$ cat config.mk
export PLATFORM = sky130hd
export DESIGN_NAME = cpu_io_sequencer
export DESIGN_NICKNAME = d
export VERILOG_FILES = /design/src/rtl/cpu_io_sequencer.sv
export SDC_FILE = /design/constraint.sdc
export NUM_CORES = 1
export LEC_CHECK = 0
export ABC_AREA = 0
export BUFFER_PORTS_ARGS = -buffer_cell sky130_fd_sc_hd__buf_2
export CAP_MARGIN = 15
export CORE_MARGIN = 2
export CORE_UTILIZATION = 41
export CTS_CLUSTER_SIZE = 10
export DETAILED_ROUTE_END_ITERATION = 8
export GPL_ROUTABILITY_DRIVEN = 0
export GPL_TIMING_DRIVEN = 0
export PLACE_DENSITY = 0.74
export SETUP_SLACK_MARGIN = 0.02
export SLEW_MARGIN = 10
export SYNTH_ARGS = -nofsm -noshare
export SYNTH_HDL_FRONTEND = slang
export SYNTH_SLANG_ARGS = --single-unit
export TNS_END_PERCENT = 30
$ cat constraint.sdc
create_clock -name clk -period 1.8 [get_ports clk]
set_input_delay 0.09 -clock clk [delete_from_list [all_inputs] [get_ports clk]]
set_output_delay 0.09 -clock clk [all_outputs]
set_load 0.1 [all_outputs]
$ cat src/rtl/cpu_io_sequencer.sv
// Host-side driver for the CPU switch port: queues operand bytes, presents each on SW,
// strobes SW8 for HOLD cycles, then samples outport CAP_DELAY cycles after SW8 falls.
module cpu_io_sequencer #(
  parameter int n         = 8,
  parameter int DEPTH     = 4,
  parameter int HOLD      = 4,
  parameter int CAP_DELAY = 3
) (
  input  logic                   clk,
  input  logic                   reset,
  input  logic                   in_valid,
  input  logic [n-1:0]           in_data,
  output logic                   in_ready,
  output logic [n-1:0]           SW,
  output logic                   SW8,
  input  logic [n-1:0]           outport,
  output logic                   res_valid,
  output logic [n-1:0]           res_data,
  output logic                   busy,
  output logic [$clog2(DEPTH):0] count
);

  localparam int AW   = $clog2(DEPTH);
  localparam int CW   = AW + 1;
  localparam int TMAX = (HOLD > CAP_DELAY) ? HOLD : CAP_DELAY;
  localparam int TW   = (TMAX > 1) ? $clog2(TMAX) : 1;
  localparam logic [CW-1:0] DEPTH_C   = CW'(DEPTH);
  localparam logic [TW-1:0] HOLD_LAST = TW'(HOLD - 1);
  localparam logic [TW-1:0] CAP_LAST  = TW'(CAP_DELAY - 1);

  typedef enum logic [1:0] {ST_IDLE, ST_LOAD, ST_ASSERT, ST_WAIT} state_t;

  state_t          state_reg, state_next;
  logic [TW-1:0]   timer_reg, timer_next;
  logic [AW-1:0]   wr_ptr_reg, rd_ptr_reg;
  logic [CW-1:0]   count_reg, count_next;
  logic [n-1:0]    sw_reg, res_data_reg;
  logic            sw8_reg, res_valid_reg;
  logic            push, pop, capture;
  logic [n-1:0]    fifo_mem [DEPTH];

  // in_ready looks at the pre-pop count, so a full FIFO refuses data in its pop cycle
  assign in_ready  = (count_reg < DEPTH_C);
  assign push      = in_valid && in_ready;
  assign pop       = (state_reg == ST_LOAD);
  assign SW        = sw_reg;
  assign SW8       = sw8_reg;
  assign res_valid = res_valid_reg;
  assign res_data  = res_data_reg;
  assign busy      = (state_reg != ST_IDLE);
  assign count     = count_reg;

  always_comb begin
    count_next = count_reg;
    if (push && !pop)
      count_next = count_reg + 1'b1;
    else if (!push && pop)
      count_next = count_reg - 1'b1;
  end

  always_comb begin
    state_next = state_reg;
    timer_next = timer_reg;
    capture    = 1'b0;
    case (state_reg)
      ST_IDLE: begin
        if (count_reg != '0)
          state_next = ST_LOAD;
      end
      ST_LOAD: begin
        state_next = ST_ASSERT;
        timer_next = '0;
      end
      ST_ASSERT: begin
        if (timer_reg == HOLD_LAST) begin
          state_next = ST_WAIT;
          timer_next = '0;
        end else begin
          timer_next = timer_reg + 1'b1;
        end
      end
      ST_WAIT: begin
        if (timer_reg == CAP_LAST) begin
          state_next = ST_IDLE;
          capture    = 1'b1;
        end else begin
          timer_next = timer_reg + 1'b1;
        end
      end
      default: state_next = ST_IDLE;
    endcase
  end

  // Storage carries no reset; a flush only needs the pointers and count cleared
  always_ff @(posedge clk) begin
    if (push)
      fifo_mem[wr_ptr_reg] <= in_data;
  end

  always_ff @(posedge clk or posedge reset) begin
    if (reset) begin
      state_reg     <= ST_IDLE;
      timer_reg     <= '0;
      wr_ptr_reg    <= '0;
      rd_ptr_reg    <= '0;
      count_reg     <= '0;
      sw_reg        <= '0;
      sw8_reg       <= 1'b0;
      res_valid_reg <= 1'b0;
      res_data_reg  <= '0;
    end else begin
      state_reg     <= state_next;
      timer_reg     <= timer_next;
      count_reg     <= count_next;
      if (push)
        wr_ptr_reg <= wr_ptr_reg + 1'b1;
      if (pop) begin
        rd_ptr_reg <= rd_ptr_reg + 1'b1;
        sw_reg     <= fifo_mem[rd_ptr_reg];
      end
      // Strobe is registered from the next state so it has no combinational path to the pin
      sw8_reg       <= (state_next == ST_ASSERT);
      res_valid_reg <= capture;
      if (capture)
        res_data_reg <= outport;
    end
  end

endmodule
==> results of run 1 <==
==> cell usage in the layout (no fill, tap or decap), drive strengths merged <==
| cell type | n |
|---|---|
| and2 | 4 |
| buf | 51 |
| bufinv | 2 |
| clkbuf | 11 |
| clkinv | 4 |
| dfrtp | 29 |
| dlygate4sd3 | 17 |
| edfxtp | 32 |
| fa | 1 |
| ha | 7 |
| inv | 9 |
| mux2 | 1 |
| mux2i | 17 |
| nand2 | 37 |
| nand2b | 1 |
| nand3 | 2 |
| nand3b | 1 |
| nor2 | 4 |
| nor2b | 3 |
| nor3 | 1 |
| o21ai | 6 |
| o221ai | 8 |
| o2bb2ai | 1 |
| o31ai | 1 |
| or2 | 1 |
| xnor2 | 4 |
| xor2 | 1 |
==> worst max-delay path by stage <==
stage / startpoint / end / slack [ns]
6_report: state_reg[1] / count[1] / 0.1
5_1_grt: count[2] / count[2] / 0.01
4_1_cts: state_reg[1] / count[1] / 0.006
3_5_place_dp: state_reg[0] / count[2] / -0.11
3_3_place_gp: state_reg[0] / count[2] / -0.09
2_1_floorplan: count[2] / count[2] / -0.09
==> per-stage QoR <==
stage / std cells / hold WS, ns / area, µm² / util
3_5_place_dp: 296 / 0.190 / 2840 / 0.482
6_report: 331 / 0.313 / 3240 / 0.550
5_1_grt: 331 / 0.347 / 3240 / 0.550
3_3_place_gp: 295 / 0.281 / 2810 / 0.477
2_1_floorplan: 179 / 0.168 / 2510 / -
4_1_cts: 328 / 0.238 / 3210 / 0.546
==> what timing repair did <==
item,in CTS,in global routing
setup endpoints to repair,2,2
hold endpoints to repair,52,0
hold buffers,17,0
setup buffers,0,3
pin swaps,0,1
resized for setup,0,2
==> kinds of logic (layout without fill, tap and decap cells) <==
| logic type | Yosys count | in the layout | synth area share |
|---|---|---|---|
| XOR/XNOR | 5 | 5 | 0.0177 |
| flip-flops | 61 | 61 | 0.680 |
| multiplexers | 18 | 18 | 0.0732 |
| adder cells (fa/ha/maj) | 8 | 8 | 0.0434 |
| AO/OA/AOI/OAI | 16 | 16 | 0.0494 |
| buffers and inverters | 17 | 94 | 0.0373 |
| AND/OR/NAND/NOR | 54 | 54 | 0.0989 |
==> synthesized netlist by cell type <==
cell type | n | area, µm²
o221ai_2 | 1 | 15.0
o2bb2ai_1 | 1 | 8.76
buf_4 | 3 | 22.5
mux2i_1 | 17 | 170
ha_1 | 7 | 87.6
xnor2_1 | 4 | 35.0
xor2_1 | 1 | 8.76
mux2_2 | 1 | 11.3
o31ai_1 | 1 | 7.51
nor2_1 | 4 | 15.0
nand3_2 | 1 | 10.0
inv_1 | 9 | 33.8
o221ai_1 | 7 | 61.3
and2_1 | 4 | 25.0
nand3_1 | 1 | 5.00
or2_1 | 1 | 6.26
edfxtp_1 | 32 | 961
clkbuf_1 | 1 | 3.75
dfrtp_1 | 29 | 726
nor2b_1 | 3 | 18.8
nor3_1 | 1 | 5.00
nand2_1 | 37 | 139
o21ai_0 | 6 | 30.0
buf_6 | 2 | 22.5
fa_1 | 1 | 20.0
nand2b_4 | 1 | 13.8
nand3b_1 | 1 | 7.51
buf_2 | 2 | 10.0
==> worst reg2reg max path, cell delays in order (launching register included) <==
cell	delay [ns]
dfrtp_1	0.37
buf_6	0.14
nand2b_4	0.17
ha_4	0.17
inv_2	0.05
fa_2	0.42
mux2_4	0.27
==> per-layer routing <==
layer / up-vias / global-route usage / wire, µm
met5: - / 0 / 0
met4: 0 / 0.0950 / 117
met3: 9 / 0.0385 / 257
met2: 46 / 0.259 / 2370
met1: 800 / 0.196 / 2050
li1: 767 / - / -
==> area by class of cell <==
cell class / instances / area, µm² / share of cell area
buffer: 7 / 60.1 / 0.0185
clock buffer: 10 / 138 / 0.0425
clock inverter: 6 / 76.3 / 0.0236
inverter: 9 / 33.8 / 0.0104
multi-input combinational: 101 / 719 / 0.222
sequential: 61 / 1690 / 0.523
tap: 75 / 93.8 / 0.0290
timing repair buffer: 62 / 425 / 0.131
==> summary.md, run 1 <==
| Metric | Value |
|---|---|
| Skew final | 0.00350 ns |
| Hold Startpoint | in_valid |
| # clock sinks | 61 |
| Syn_area_per_cell | 13.9 µm² |
| Sequential share of the synthesized area | 0.680 |
| Worst path max stage delay | 0.42 ns |
| Depth of the worst hold-timing path | 5 |
| Gate Count Post-Synth | 179 |
| Tmin final | 1.70 ns |
| Rel. slew slack | 0.599 |
| Max reg flops | 32 |
| Vias in the first global route | 1615 |
| Reg-to-Reg End | count[1] |
| DR vias | 1622 |
| Max-Cap Viols | 0 |
| Crit Path Class | register to register |
| # fillers | 496 |
| Worst path bufs/invs | 2 |
| Drt wl/cell | 14.5 µm |
| Final Hold Violating Endpoints | 0 |
| Syn_nets | 206 |
| Share of cells above drive strength 1 | 0.293 |
| CTS clk-pin slew, worst paths | 0.06 ns |
| Crit share post-route | 0.946 |
| Slew @ Worst Pin | 0.601 ns |
| Stages on worst setup path | 6 |
| Top-Level Pins | 42 |
| Num rows | 28 |
| FMAX | 0.587 GHz |
| Final WL | 4790 µm |
| Area growth from synthesis to layout | 30.6% |
| Status | completed |
| Number of remaining DRC errors | 0 |
| Reg2Reg Depth | 6 |
| CP Capture Type | register |
| Fin. max-slew vios | 0 |
| Flop-to-flop setup slack | 0.1 ns |
| Avg Vias per Cell | 4.90 |
| Startpoint types | register |
| TritonRoute pass-1 iters | 4 |
| Netlist cell types | 28 |
| CP top delay family | adder cells |
| DP Wirelength | 3100 µm |
| Starting Density | 0.421 |
| Clock root cell | clkbuf_8 |
| Final WS setup | 0.0977 ns |
| Overall routing resource usage | 0.161 |
| Grt total ovfl | 0 |
| Worst R2R Start | state_reg[1] |
| Critical-path cell list | buf_6 > nand2b_4 > ha_4 > inv_2 > fa_2 > mux2_4 |
| Nets@finish | 278 |
| Num CTS Buffers | 9 |
| RSZ-0062 raised after global routing | yes |
| Htree depth | 3 |
| Die outline width | 81.8 µm |
| Pre-CTS WS | -0.112 ns |
| Core Area | 5890 µm² |
| Worst skew pair latency | 0.34 ns |
| TritonCTS clock tree | yes |
| Final setup fails | 0 |
| Die Y | 81.8 µm |
| CP max stage cell | fa_2 |
| Worst Path Arrival | 1.93 ns |
| Detail Route Antenna Nets | 0 |
| Critical path peak fanout | 10 |
| Area of the die | 6690 µm² |
| First-pass GRT wire length | 7660 µm |
| Antenna violations before repair | 0 |
| Detailed router's first-iteration violation count | 180 |
| Ant diodes | 0 |
| Port Buffer Count | 41 |
| CTS Buffer Depth | 2 |
| WHS Endpoint | wr_ptr_reg[0] |
| Hold WC Path Type | input pin to register |
| Setup TNS | 0 ns |
| Synth Warn # | 0 |
| Required time worst endpoint | 2.02 ns |
| Yosys reg bits | 61 |
| Largest net degree at the start of global routing | 18 |
| Synthesized area | 2480 µm² |
Power of run 1 is left out: the tool's default activity adds up to more than one toggle a clock period on the data nets, which glitch-free logic cannot reach.
==> run 2, diff against run 1 <==
--- a/config.mk
+++ b/config.mk
@@ -8,13 +8,15 @@
 export ABC_AREA = 0
 export BUFFER_PORTS_ARGS = -buffer_cell sky130_fd_sc_hd__buf_2
 export CAP_MARGIN = 15
+export CELL_PAD_IN_SITES_DETAIL_PLACEMENT = 1
+export CELL_PAD_IN_SITES_GLOBAL_PLACEMENT = 2
 export CORE_MARGIN = 2
-export CORE_UTILIZATION = 41
+export CORE_UTILIZATION = 34
 export CTS_CLUSTER_SIZE = 10
 export DETAILED_ROUTE_END_ITERATION = 8
 export GPL_ROUTABILITY_DRIVEN = 0
 export GPL_TIMING_DRIVEN = 0
-export PLACE_DENSITY = 0.74
+export PLACE_DENSITY = 0.84
 export SETUP_SLACK_MARGIN = 0.02
 export SLEW_MARGIN = 10
 export SYNTH_ARGS = -nofsm -noshare
==> summary.md, run 2 (synthesis gave the netlist of run 1 again) <==
| Metric | Value |
|---|---|
| Status | completed |
| Reg2Reg Depth | 8 |
| CTS clk-pin slew, worst paths | 0.07 ns |
| Critical path startpoint | count[2] |
| Overall routing resource usage | 0.149 |
| Number of remaining DRC errors | 0 |
| Die outline width | 89.4 µm |
| Rel. slew slack | 0.659 |
| Fin. max-slew vios | 0 |
| Startpoint types | register |
| Htree depth | 3 |
| First-pass GRT wire length | 8580 µm |
| Slew @ Worst Pin | 0.511 ns |
| Stages on worst setup path | 8 |
| Top Layer Used | met4 |
| Largest net degree at the start of global routing | 21 |
| CP top delay family | flip-flops |
| Flop-to-flop setup slack | 0.04 ns |
| Starting Density | 0.346 |
| Skew final | 0.00992 ns |
| Worst Path Arrival | 2.02 ns |
| Nets@finish | 279 |
| Worst R2R Start | count[2] |
| Worst path max stage delay | 0.50 ns |
| Met3 routed WL | 173 µm |
| RSZ-0062 raised after global routing | yes |
| Commonest cells after routing, fill and taps aside | buf_2 (42), nand2_1 (37), edfxtp_1 (32), dfrtp_1 (26) |
| Tmin final | 1.76 ns |
| Critical-path cell list | nor2b_2 > clkbuf_8 > ha_4 > inv_2 > fa_2 > xor2_1 > nor2_1 > xnor2_1 |
| WL met2 | 2760 µm |
| Required time worst endpoint | 2.06 ns |
| Die Y | 89.4 µm |
| Vias in the first global route | 1714 |
| Max reg flops | 32 |
| Worst path bufs/invs | 2 |
| Critical path peak fanout | 4 |
| DRT met1 WL | 2320 µm |
| Num rows | 31 |
| Share of cells above drive strength 1 | 0.307 |
| Hold WC Path Type | input pin to asynchronous set/reset pin |
| CP endpoint | count[2] |
| Crit share post-route | 0.978 |
| Num CTS Buffers | 9 |
| Ant diodes | 0 |
| Final WL | 5430 µm |
| Top-Level Pins | 42 |
| Final Non-Filler Cells | 356 |
| Setup TNS | 0 ns |
| CP Capture Type | register |
| Final Hold Violating Endpoints | 0 |
| Crit Path Class | register to register |
| Area of the die | 7990 µm² |
| CTS Buffer Depth | 2 |
| DR vias | 1619 |
| Reg-to-Reg End | count[2] |
| Commonest non-fill, non-tap cell in the layout | buf_2 |
| Avg Vias per Cell | 4.55 |
| Grt total ovfl | 0 |
| Worst skew pair latency | 0.34 ns |
| Clock root cell | clkbuf_8 |
| Hold WS | 0.312 ns |
| # clock sinks | 61 |
| DP Wirelength | 3510 µm |
| Max-Cap Viols | 0 |
| TritonRoute pass-1 iters | 4 |
| Detail Route Antenna Nets | 0 |
| Antenna violations before repair | 0 |
| Drt wl/cell | 15.2 µm |
| TritonCTS clock tree | yes |
| Port Buffer Count | 41 |
| Placed Instances | 320 |
| Core Area | 7180 µm² |
| Final setup fails | 0 |
| Detailed router's first-iteration violation count | 50 |
| CP max stage cell | dfrtp_4 |
| FMAX | 0.568 GHz |
| Area growth from synthesis to layout | 30.9% |
[run 2: routing by layer]
| metal | vias to the layer above | GRT usage |
|---|---|---|
| li1 | 765 | - |
| met1 | 811 | 0.180 |
| met2 | 29 | 0.244 |
| met3 | 14 | 0.0397 |
| met4 | 0 | 0.0787 |
| met5 | - | 0 |
[run 2: how the worst min path moves through the flow]
stage                          start       endpoint  slack (ns)  depth (start not counted)
after detailed placement       reset      res_valid        0.13                          2
after global routing        in_valid  wr_ptr_reg[0]        0.36                          5
after floorplan                reset            SW8        0.17                          1
after CTS                      reset      res_valid        0.31                          3
final                          reset      res_valid        0.31                          3
after global placement    outport[5]    res_data[5]        0.28                          3
[run 2: layout make-up]
type / instances / area (µm²)
Clock inverter: 5 / 36.3
Inverter: 9 / 33.8
Timing Repair Buffer: 63 / 433
Multi-Input combinational cell: 101 / 722
Tap cell: 99 / 124
Fill cell: 764 / 3930
Buffer: 7 / 63.8
Clock buffer: 11 / 141
Sequential cell: 61 / 1690
[run 2: worst reg2reg max path, cell delays in order, from the launching register on]
cell      delay, ns
dfrtp_4        0.50
nor2b_2        0.12
clkbuf_8       0.14
ha_4           0.13
inv_2          0.03
fa_2           0.32
xor2_1         0.15
nor2_1         0.16
xnor2_1        0.13
[run 2: repair_timing]
| action | in CTS | in global routing |
|---|---|---|
| hold buffers | 17 | 0 |
| pin swaps | 1 | 3 |
| hold endpoints to repair | 49 | 0 |
| gates resized for setup | 1 | 1 |
| buffers inserted | 2 | 2 |
| setup endpoints to repair | 2 | 19 |
[run 2: stage by stage]
stage	util	setup slack (ns)	area, µm²
after floorplan	-	-0.0876	2510
final	0.452	0.0395	3250
after global routing	0.452	-0.0421	3250
after detailed placement	0.399	-0.173	2870
after CTS	0.450	0.0149	3230
after global placement	0.395	-0.121	2840
Power of run 2 is left out for the same reason.
